[src/rtl/fmap_writeback.sv]
// Feature-map writeback: buffers pooled 48-bit beats and streams them to the RAM write port.
// Define FMAP_WRITEBACK_PERF_EN to add the saturating stall_cnt output.
module fmap_writeback #(
  parameter int FIFO_DEPTH = 4,
  parameter int AW         = 13
) (
  input  logic          clk,
  input  logic          rst,
  input  logic [47:0]   m_data,
  input  logic          m_valid,
  output logic          m_ready,
  input  logic          start,
  input  logic [AW-1:0] base_addr,
  input  logic [AW-1:0] beat_cnt,
  input  logic          wr_stall,
  output logic          wr_en,
  output logic [AW-1:0] wr_addr,
  output logic [47:0]   wr_data,
  output logic          busy,
  output logic          done
`ifdef FMAP_WRITEBACK_PERF_EN
  ,
  output logic [15:0]   stall_cnt
`endif
);

  localparam int PW = $clog2(FIFO_DEPTH);
  localparam logic [AW-1:0] CNT_ONE = AW'(1);
  localparam logic [PW:0]   PTR_ONE = (PW+1)'(1);

  typedef enum logic [1:0] {
    ST_IDLE = 2'd0,
    ST_RUN  = 2'd1,
    ST_DONE = 2'd2
  } state_t;

  state_t        state_reg, state_next;
  logic [47:0]   fifo_mem [FIFO_DEPTH];
  logic [PW:0]   wr_ptr_reg, rd_ptr_reg;
  logic [AW-1:0] base_reg, cnt_reg, accepted_reg, written_reg;
  logic          fifo_empty, fifo_full;
  logic          start_ok, push, pop, last_pop;

  // Pointers carry one extra wrap bit so full and empty are distinguishable.
  assign fifo_empty = (wr_ptr_reg == rd_ptr_reg);
  assign fifo_full  = (wr_ptr_reg[PW] != rd_ptr_reg[PW]) &&
                      (wr_ptr_reg[PW-1:0] == rd_ptr_reg[PW-1:0]);

  assign start_ok = (state_reg == ST_IDLE) && start;
  assign m_ready  = (state_reg == ST_RUN) && !fifo_full && (accepted_reg < cnt_reg);
  assign push     = m_valid && m_ready;
  assign pop      = (state_reg == ST_RUN) && !fifo_empty && !wr_stall;
  assign last_pop = pop && ((written_reg + CNT_ONE) == cnt_reg);

  assign busy = (state_reg != ST_IDLE);
  assign done = (state_reg == ST_DONE);

  always_comb begin
    state_next = state_reg;
    case (state_reg)
      ST_IDLE: begin
        if (start) begin
          state_next = (beat_cnt != '0) ? ST_RUN : ST_DONE;
        end
      end
      ST_RUN: begin
        if (last_pop) begin
          state_next = ST_DONE;
        end
      end
      ST_DONE: state_next = ST_IDLE;
      default: state_next = ST_IDLE;
    endcase
  end

  // Buffer storage has no reset; emptiness is tracked by the pointers alone.
  always_ff @(posedge clk) begin
    if (push) begin
      fifo_mem[wr_ptr_reg[PW-1:0]] <= m_data;
    end
  end

  always_ff @(posedge clk) begin
    if (rst) begin
      state_reg    <= ST_IDLE;
      wr_ptr_reg   <= '0;
      rd_ptr_reg   <= '0;
      base_reg     <= '0;
      cnt_reg      <= '0;
      accepted_reg <= '0;
      written_reg  <= '0;
      wr_en        <= 1'b0;
      wr_addr      <= '0;
      wr_data      <= '0;
    end else begin
      state_reg <= state_next;
      if (start_ok) begin
        base_reg     <= base_addr;
        cnt_reg      <= beat_cnt;
        accepted_reg <= '0;
        written_reg  <= '0;
      end else begin
        if (push) begin
          accepted_reg <= accepted_reg + CNT_ONE;
        end
        if (pop) begin
          written_reg <= written_reg + CNT_ONE;
        end
      end
      if (push) begin
        wr_ptr_reg <= wr_ptr_reg + PTR_ONE;
      end
      if (pop) begin
        rd_ptr_reg <= rd_ptr_reg + PTR_ONE;
      end
      // Address wraps naturally at 2^AW; address/data hold between writes.
      wr_en <= pop;
      if (pop) begin
        wr_addr <= base_reg + written_reg;
        wr_data <= fifo_mem[rd_ptr_reg[PW-1:0]];
      end
    end
  end

`ifdef FMAP_WRITEBACK_PERF_EN
  always_ff @(posedge clk) begin
    if (rst) begin
      stall_cnt <= '0;
    end else if (start_ok) begin
      stall_cnt <= '0;
    end else if ((state_reg == ST_RUN) && !fifo_empty && wr_stall && (stall_cnt != 16'hFFFF)) begin
      stall_cnt <= stall_cnt + 16'd1;
    end
  end
`endif

endmodule

[config.mk]
export PLATFORM = sky130hd
export DESIGN_NAME = fmap_writeback
export DESIGN_NICKNAME = d
export VERILOG_FILES = /design/src/rtl/fmap_writeback.sv
export SDC_FILE = /design/constraint.sdc
export NUM_CORES = 1
export LEC_CHECK = 0
export ABC_AREA = 0
export CELL_PAD_IN_SITES_DETAIL_PLACEMENT = 1
export CELL_PAD_IN_SITES_GLOBAL_PLACEMENT = 1
export CORE_MARGIN = 4
export CORE_UTILIZATION = 30
export CTS_BUF_LIST = sky130_fd_sc_hd__clkbuf_16
export DETAILED_ROUTE_END_ITERATION = 10
export PLACE_DENSITY_LB_ADDON = 0.1
export SLEW_MARGIN = 10
export SYNTH_ARGS = -nofsm -noshare
export SYNTH_HDL_FRONTEND = slang
export SYNTH_SLANG_ARGS = --single-unit
[constraint.sdc]
create_clock -name clk -period 7.3 [get_ports clk]
set_input_delay 0.73 -clock clk [delete_from_list [all_inputs] [get_ports clk]]
set_output_delay 0.73 -clock clk [all_outputs]
set_load 0.05 [all_outputs]
Word level (Yosys, flattened, before mapping). Memory sizes are Yosys's and may differ from the RTL's. A register that Yosys moved wholly into a read port is not among the register bits. Index checks and enable logic that the tools add are counted.

Logic and storage cells: 46. Input port bits: 79. Memories kept: 1. Register bits after elaboration: 74. Output and inout bits: 65. Bits in writable memories: 192.

Memory list: fifo_mem (words 4, width 48, read ports 1, clocked after memory_dff 1, wr ports 1, RTL line 38) `logic [47:0] fifo_mem [FIFO_DEPTH];`.

Add/sub/neg operators: 5. Mux-type cells: 6. $lt $le $gt $ge: 1. Equality and inequality tests: 8. Reductions and logical operators: 16.

Operators by type and width (count): $add A13 B1 Y13 const B (2); $add A13 B13 Y13 (1); $eq A13 B13 Y1 (1); $lt A13 B13 Y1 (1); $reduce_bool A13 Y1 (1); $logic_and A1 B1 Y1 (8); $add A3 B1 Y3 const B (2); $mux W2 (3); $ne A2 B2 Y1 const B (2); $pmux W2 S2 (1); $eq A3 B3 Y1 (1); $logic_not A1 Y1 (3); $eq A2 B1 Y1 const B (1); $eq A2 B2 Y1 (1); $eq A2 B2 Y1 const B (1); $logic_not A2 Y1 (1); $mux W1 (2); $reduce_and A2 Y1 (1); $reduce_bool A2 Y1 (1); $reduce_or A2 Y1 (1); $ne A1 B1 Y1 (1).

Longest topological paths before layout. Gate-level depths: netlist of the first run.

Word-level depth: 8. Mapped depth: 9. Depth with buffers taken out: 9.

Worst setup path before layout of the first run. Ideal clock, no wire load.

Path type: register to register. Start point: reg cnt_reg[10]. End point: reg wr_ptr_reg[2]. Arrival time: 5.381 ns. Library setup time: 0.075 ns. Cell stages (with the launch flop): 10. Buffers on the path: 1. Path slack: 1.844 ns. Required time: 7.225 ns. Period minus slack after synthesis: 5.456 ns. Cell sequence: dfxtp_1 > inv_1 > ha_1 > a21o_1 > a21oi_1 > o221ai_1 > a21o_1 > buf_2 > nor3_1 > mux2_2.

Longest elaborated chain between the ends: 3.

RTL lines: start, declared (RTL line 40) `logic [AW-1:0] base_reg, cnt_reg, accepted_reg, written_reg;`; start signal, assigned (RTL line 99) `cnt_reg <= beat_cnt;`; $lt A13 B13 Y1 (RTL line 50) `assign m_ready = (state_reg == ST_RUN) && !fifo_full && (accepted_reg < cnt_reg);`; $logic_and A1 B1 Y1 (RTL line 50); $logic_and A1 B1 Y1 (RTL line 51) `assign push = m_valid && m_ready;`; end signal, assigned (RTL line 111) `wr_ptr_reg <= wr_ptr_reg + PTR_ONE;`; end, declared (RTL line 39) `logic [PW:0] wr_ptr_reg, rd_ptr_reg;`.

Every way passes these cells. A chain may end at the register's enable or synchronous reset.

Worst setup path after layout of the first run.
Start point: reg cnt_reg[2]. End point: out m_ready.

Longest elaborated chain between the ends: 2.

RTL lines: $lt A13 B13 Y1 (RTL line 50); $logic_and A1 B1 Y1 (RTL line 50); end, declared (RTL line 11) `output logic m_ready,`.

Every way passes these cells.

==> results of run 1 <==
-- logic make-up (layout without fill, tap and decap cells) --
| logic type | after synthesis | after routing | share of synthesized area [%] |
|---|---|---|---|
| muxes | 53 | 53 | 8.78 |
| DFF | 314 | 314 | 63.6 |
| AOI/OAI and AO/OA | 174 | 174 | 8.15 |
| xor gates and xnor gates | 35 | 35 | 2.38 |
| other | 0 | 1 | 0 |
| buffers and inverters | 77 | 242 | 2.52 |
| and+or+nand+nor | 325 | 325 | 11.4 |
| adders and majority gates | 32 | 32 | 3.16 |
-- layer usage --
metal	GRT usage [%]	vias up	wire, microns
met1	18.5	4230	15000
met4	3.93	10	655
met3	3.60	58	1670
met5	0	-	63
li1	-	3984	-
met2	25.7	140	17000
-- cell usage in the layout (no fill, tap or decap), types with 13 or more instances in the layout --
cell type / Yosys / routed
a21oi_1: 100 / 100
and3_1: 13 / 13
clkbuf_16: 0 / 38
clkdlybuf4s50_1: 0 / 142
dfxtp_1: 122 / 120
edfxtp_1: 192 / 192
ha_1: 31 / 31
inv_1: 21 / 24
mux4_2: 48 / 48
nand2_1: 194 / 194
nand3_1: 13 / 13
nor2_1: 44 / 44
o21ai_0: 13 / 13
xnor2_1: 22 / 22
xor2_1: 13 / 13
-- metrics by stage --
step                      hold slack [ns]  instances  area, sq um
after floorplan                     0.441       1010        12900
after global placement              0.445       1646        14900
after detailed placement            0.445       1646        14900
after CTS                           0.453       1714        16200
after global routing                0.461       1714        16200
final                               0.450       1715        16200
-- final timing paths --
path,to,slack (ns),depth (start not counted)
worst min register to register,wr_addr[5],0.45,2
worst max-delay path,m_ready,3.03,8
worst min-delay path,wr_addr[5],0.45,2
worst max register to register,fifo_mem[2][7],3.84,9
-- power by group --
group	internal, mW	switching, mW	total (mW)
Clock	1.20	0.752	1.95
Sequential	1.91	0.0173	1.93
Combinational	0.0935	0.130	0.223
-- layout make-up --
type / count / area (sq um)
tap: 539 / 674
timing repair buffer: 153 / 1500
inverter: 21 / 78.8
sequential: 314 / 8210
fill: 4446 / 26100
clock inverter: 30 / 344
antenna: 1 / 2.50
multi-input combinational: 619 / 4400
clock buffer: 38 / 951
-- worst max-delay path, cell delays in order, from the launching register on --
cell and delay [ns]:
dfxtp_1 0.39, inv_1 0.07, ha_1 0.31, a21o_1 0.16, a31oi_1 0.15, o21ai_0 0.16, a21o_1 0.30, nor2_1 0.54
clkdlybuf4s50_1 0.93
==> impl_results.md, run 1 <==
* Status: complete, no violations
* GPL Wtd Cong at 0.749
* Origin of the critical flop-to-flop path: cnt_reg[2]
* Syn nets at 1121
* Initial antenna violation count at 5
* Vias per Instance at 4.91
* Final Hold Violating Endpoints at 0
* Total power at 4.10 mW
* CTS tree: done
* Post-synthesis sequential area ratio at 63.6%
* Top cells by area, synth: edfxtp_1 (45%), dfxtp_1 (19%), mux4_2 (8.4%), nand2_1 (5.6%), a21oi_1 (3.9%)
* Post-DRT Antenna Nets at 0
* Max-Cap Viols at 0
* Pwr/cell area at 254 nW/um^2
* # clock sinks at 314
* Overflow after GRT at 0
* FP Rows at 75
* Vias in the first global route at 9193
* Synth Flop Type: edfxtp_1
* CTS Hold Bufs at 0
* Synth unique cells at 54
* Post-route setup TNS at 0 ns
* Area leader, netlist: edfxtp_1
* Max FFs per register at 192
* Top cell type's share of synthesized area at 44.7%
* Nets at 1257
* Mapped Avg Cell Area at 12.8 sq um
* Post-CTS Resized at 0
* CTS root buffer: clkbuf_16
* Mapped Area at 12900 sq um
* Layout cells sized above 1 at 12.3%
* Die height at 215 microns
* Final period util at 58.5%
* FFs w/ async S/R, synth at 0%
* Final min period at 4.27 ns
* Commonest cells post-synth: nand2_1 (194), edfxtp_1 (192), dfxtp_1 (122)
* Slew HR at 28.4%
* Core Area at 42200 sq um
* Post-Syn Instances at 1010
* Die area at 46400 sq um
* Clock Skew at 0.0227 ns
* Drc violations at 0
* Port bufs at 143
* Initial cell density of the core at 30.5%
* DP Worst Slack at 3.60 ns
* Element type at the critical path start: flip-flop
* Worst Path Class, Setup: reg2out
* Synthesized flop and latch total at 314
* Class of the worst hold path: reg2reg
* First-pass GRT wire length at 54.0 mm
* Peak supply drop at 166 uV
* Ys Warns at 0
* Post-CTS Setup Inserts at 0
* Largest net degree at the start of global routing at 76
* Worst skew pair latency at 0.55 ns
* Worst Setup Slack, final at 3.03 ns
* Hold Startpoint: wr_addr[5]
* CTS Buffer Depth at 3
* Final setup vio count at 0
* Area grow syn2layout at 25.3%
* Total length of routed wires at 34.4 mm
* Initial DRC count at 314
* EDFF count, synth at 192
* WP data required at 6.57 ns
* Vias at 8422
* Crit Path Max Fanout at 10
* H-tree depth at 2
* Max-slew violations at 0
* Leakage at 5.39 nW
* Final design utilization at 38.3%
* Worst-path clk slew at 0.06 ns
* CTS Buf Count at 37
* Fmax at 234 MHz
* Worst-margin pin slew at 1.07 ns
* Crit path from: cnt_reg[2]
* Post-DR wirelength/cell at 20.0 microns
* # IOs at 144
* Chip Width at 215 microns
* CP Capture Type: output pin
* Critical Path AT at 3.54 ns
* DR pass1 iterations at 4
* Post-DP HPWL at 21.2 mm
* GR Util All Layers at 14.8%
* Count leader, synth: nand2_1
* RSZ-0062 raised after global routing: no
Note: power is estimated with default switching activity, not from simulation.
==> inputs of run 2 (changes only) <==
Clock period 7.3 ns to 3.85 ns, I/O delays scaled along.
==> impl_results.md, run 2 (synthesis results as in run 1) <==
* Final setup vio count at 0 (unchanged)
* DP Cell Count at 1653 (+0.43%)
* Initial DRC count at 454 (+45%)
* Worst skew pair latency at 0.55 ns (about the same)
* CTS Hold Bufs at 0 (unchanged)
* Most frequent cells in the layout: nand2_1 (194), edfxtp_1 (192), clkdlybuf4s50_1 (142)
* Port bufs at 143 (unchanged)
* Final Hold Violating Endpoints at 0 (unchanged)
* Overflow after GRT at 0 (unchanged)
* Fmax at 279 MHz
* GR Util All Layers at 15.1% (+0.29 points)
* CTS root buffer: clkbuf_16
* Filler-free cell count of the finished design at 1720 (+0.29%)
* Min-Delay Endpoint: base_reg[11]
* R2R Path End: fifo_mem[1][2]
* Hold Crit Depth at 3 (+1)
* Class of the worst hold path: in2reg
* Clock Skew at 0.0229 ns (+0.000197 ns)
* Initial antenna violation count at 2 (-3)
* # clock sinks at 314 (unchanged)
* Status: complete, no violations
* DP Area at 15000 sq um (+0.73%)
* Critical Path AT at 3.20 ns (-0.34 ns)
* Total length of routed wires at 34.9 mm (+1.6%)
* Leakage at 5.40 nW (+0.14%)
* Worst-margin pin slew at 1.04 ns (-0.0308 ns)
* Fill count at 4480 (+0.76%)
* Worst Setup Slack, final at 0.269 ns (-2.76 ns)
* Drc violations at 0 (unchanged)
* Critical path's largest stage delay at 0.86 ns (-0.07 ns)
* # IOs at 144 (unchanged)
* WP data required at 3.46 ns (-3.11 ns)
* Final min period at 3.58 ns
* Die area at 46400 sq um (unchanged)
* Die height at 215 microns (unchanged)
* Reg2reg setup slack at 0.81 ns (-3.03 ns)
* Max-Cap Viols at 0 (unchanged)
* CTS tree: done
* RSZ-0062 raised after global routing: no
* Hold Startpoint: base_addr[11]
* Post-DRT Antenna Nets at 0 (unchanged)
* FP Rows at 75 (unchanged)
* Crit Path Max Fanout at 10 (unchanged)
* First-pass GRT wire length at 54.8 mm (+1.6%)
* CP Capture Type: output pin
* CTS Buf Count at 37 (unchanged)
* DR WL met2 at 17.1 mm (+0.60%)
* Commonest non-fill, non-tap cell in the layout: nand2_1
* Vias per Instance at 4.87 (-0.84%)
* Area grow syn2layout at 24.8%
* Chip Width at 215 microns (unchanged)
* Vias at 8376 (-0.55%)
* Slew HR at 30.4% (+2.1 points)
* DR pass1 iterations at 4 (unchanged)
* GPL Wtd Cong at 0.766 (+2.3%)
* # diodes at 0 (-1)
* H-tree depth at 2 (unchanged)
* Peak supply drop at 312 uV (+88%)
* Max-slew violations at 0 (unchanged)
* Pwr/cell area at 455 nW/um^2 (+79%)
* Vias in the first global route at 9137 (-0.61%)
* Largest net degree at the start of global routing at 58 (-24%)
* CTS Buffer Depth at 3 (unchanged)
* Worst-path clk slew at 0.06 ns (about the same)
* Core Area at 42200 sq um (unchanged)
* DP Worst Slack at 0.819 ns (-2.78 ns)
* Worst-path cell chain: inv_1 -> ha_1 -> a21o_1 -> a21o_1 -> a21oi_1 -> nor2_1 -> nor2_1 -> clkdlybuf4s50_1
* Final period util at 93.0%
* Worst Path Class, Setup: reg2out
* Post-Route M1 WL at 15.8 mm (+5.3%)
* Final Instance Area at 16100 sq um (-0.44%)
* R2R depth at 9 (unchanged)
* Element type at the critical path start: flip-flop
* Post-DP HPWL at 22.5 mm (+5.7%)
* Post-route setup TNS at 0 ns (unchanged)
* Layout cells sized above 1 at 11.7% (-0.57 points)
* Post-CTS Setup Inserts at 0 (unchanged)
* Worst path slowest cell: clkdlybuf4s50_1
* Nets at 1264 (+0.56%)
* Post-DR wirelength/cell at 20.3 microns (+1.3%)
* Post-CTS Resized at 0 (unchanged)
* Origin of the critical flop-to-flop path: cnt_reg[6]
* Max Used Layer: met5
* WL met3 at 1.37 mm (-18%)
* Max FFs per register at 192 (unchanged)
* Initial cell density of the core at 30.5% (unchanged)
run 2: cell types whose count changed in the layout (fill, tap and decap cells not counted), sizes merged:
cell,previous run,this run
diode,1,0
inv,25,38
bufinv,7,1
clkinv,17,11
clkinvlp,2,0
buf,11,18
run 2: area by class of cell:
class	count	area [sq um]	share of cell area [%]
Clock buffer	38	951	5.91
Clock inverter	29	166	1.03
Inverter	21	78.8	0.490
Multi-Input combinational cell	619	4400	27.4
Sequential cell	314	8210	51.0
Tap cell	539	674	4.19
Timing Repair Buffer	160	1610	9.98
run 2: how the worst max path moves through the flow:
| stage | start | to | slack [ns] | cells after the start |
|---|---|---|---|---|
| after detailed placement | cnt_reg[6] | m_ready | 0.82 | 8 |
| after global placement | cnt_reg[10] | m_ready | 0.87 | 8 |
| after CTS | cnt_reg[2] | m_ready | 0.22 | 8 |
| after global routing | cnt_reg[2] | m_ready | 0.04 | 8 |
| after floorplan | cnt_reg[10] | fifo_mem[1][0] | 0.49 | 9 |
| final | cnt_reg[6] | m_ready | 0.27 | 8 |
run 2: critical path, delay by kind of cell (launching register included):
| kind | cells | cell delay, ns |
|---|---|---|
| flip-flops | 1 | 0.37 |
| AO/OA/AOI/OAI | 3 | 0.58 |
| buffers and inverters | 2 | 0.92 |
| AND/OR/NAND/NOR | 2 | 0.48 |
| adder cells (fa/ha/maj) | 1 | 0.31 |
run 2: metrics by stage:
| step | power (mW) | hold slack [ns] | utilization [%] |
|---|---|---|---|
| 2_1_floorplan | 3.95 | 0.441 | - |
| 3_3_place_gp | 4.17 | 0.445 | 35.5 |
| 3_5_place_dp | 4.18 | 0.450 | 35.5 |
| 4_1_cts | 7.47 | 0.372 | 38.1 |
| 5_1_grt | 7.65 | 0.401 | 38.1 |
| 6_report | 7.33 | 0.404 | 38.1 |
run 2: routing by layer:
layer  up-vias  global-route usage, %
li1       3995                      -
met1      4193                   19.8
met2       141                   25.6
met3        43                   2.87
met4         4                   4.36
met5         -                      0
run 2: power by group:
group / leakage [nW] / switching (mW) / internal [mW] / total, mW
logic: 2.07 / 0.256 / 0.186 / 0.442
registers: 2.72 / 0.0299 / 3.62 / 3.65
clock network: 0.605 / 1.37 / 1.86 / 3.23
==> inputs of run 3 (changes only) <==
Settings changed: CTS_CLUSTER_DIAMETER set to 200.
==> results of run 3 <==
No change in the layout: final DEF, timing and power equal those of run 2.
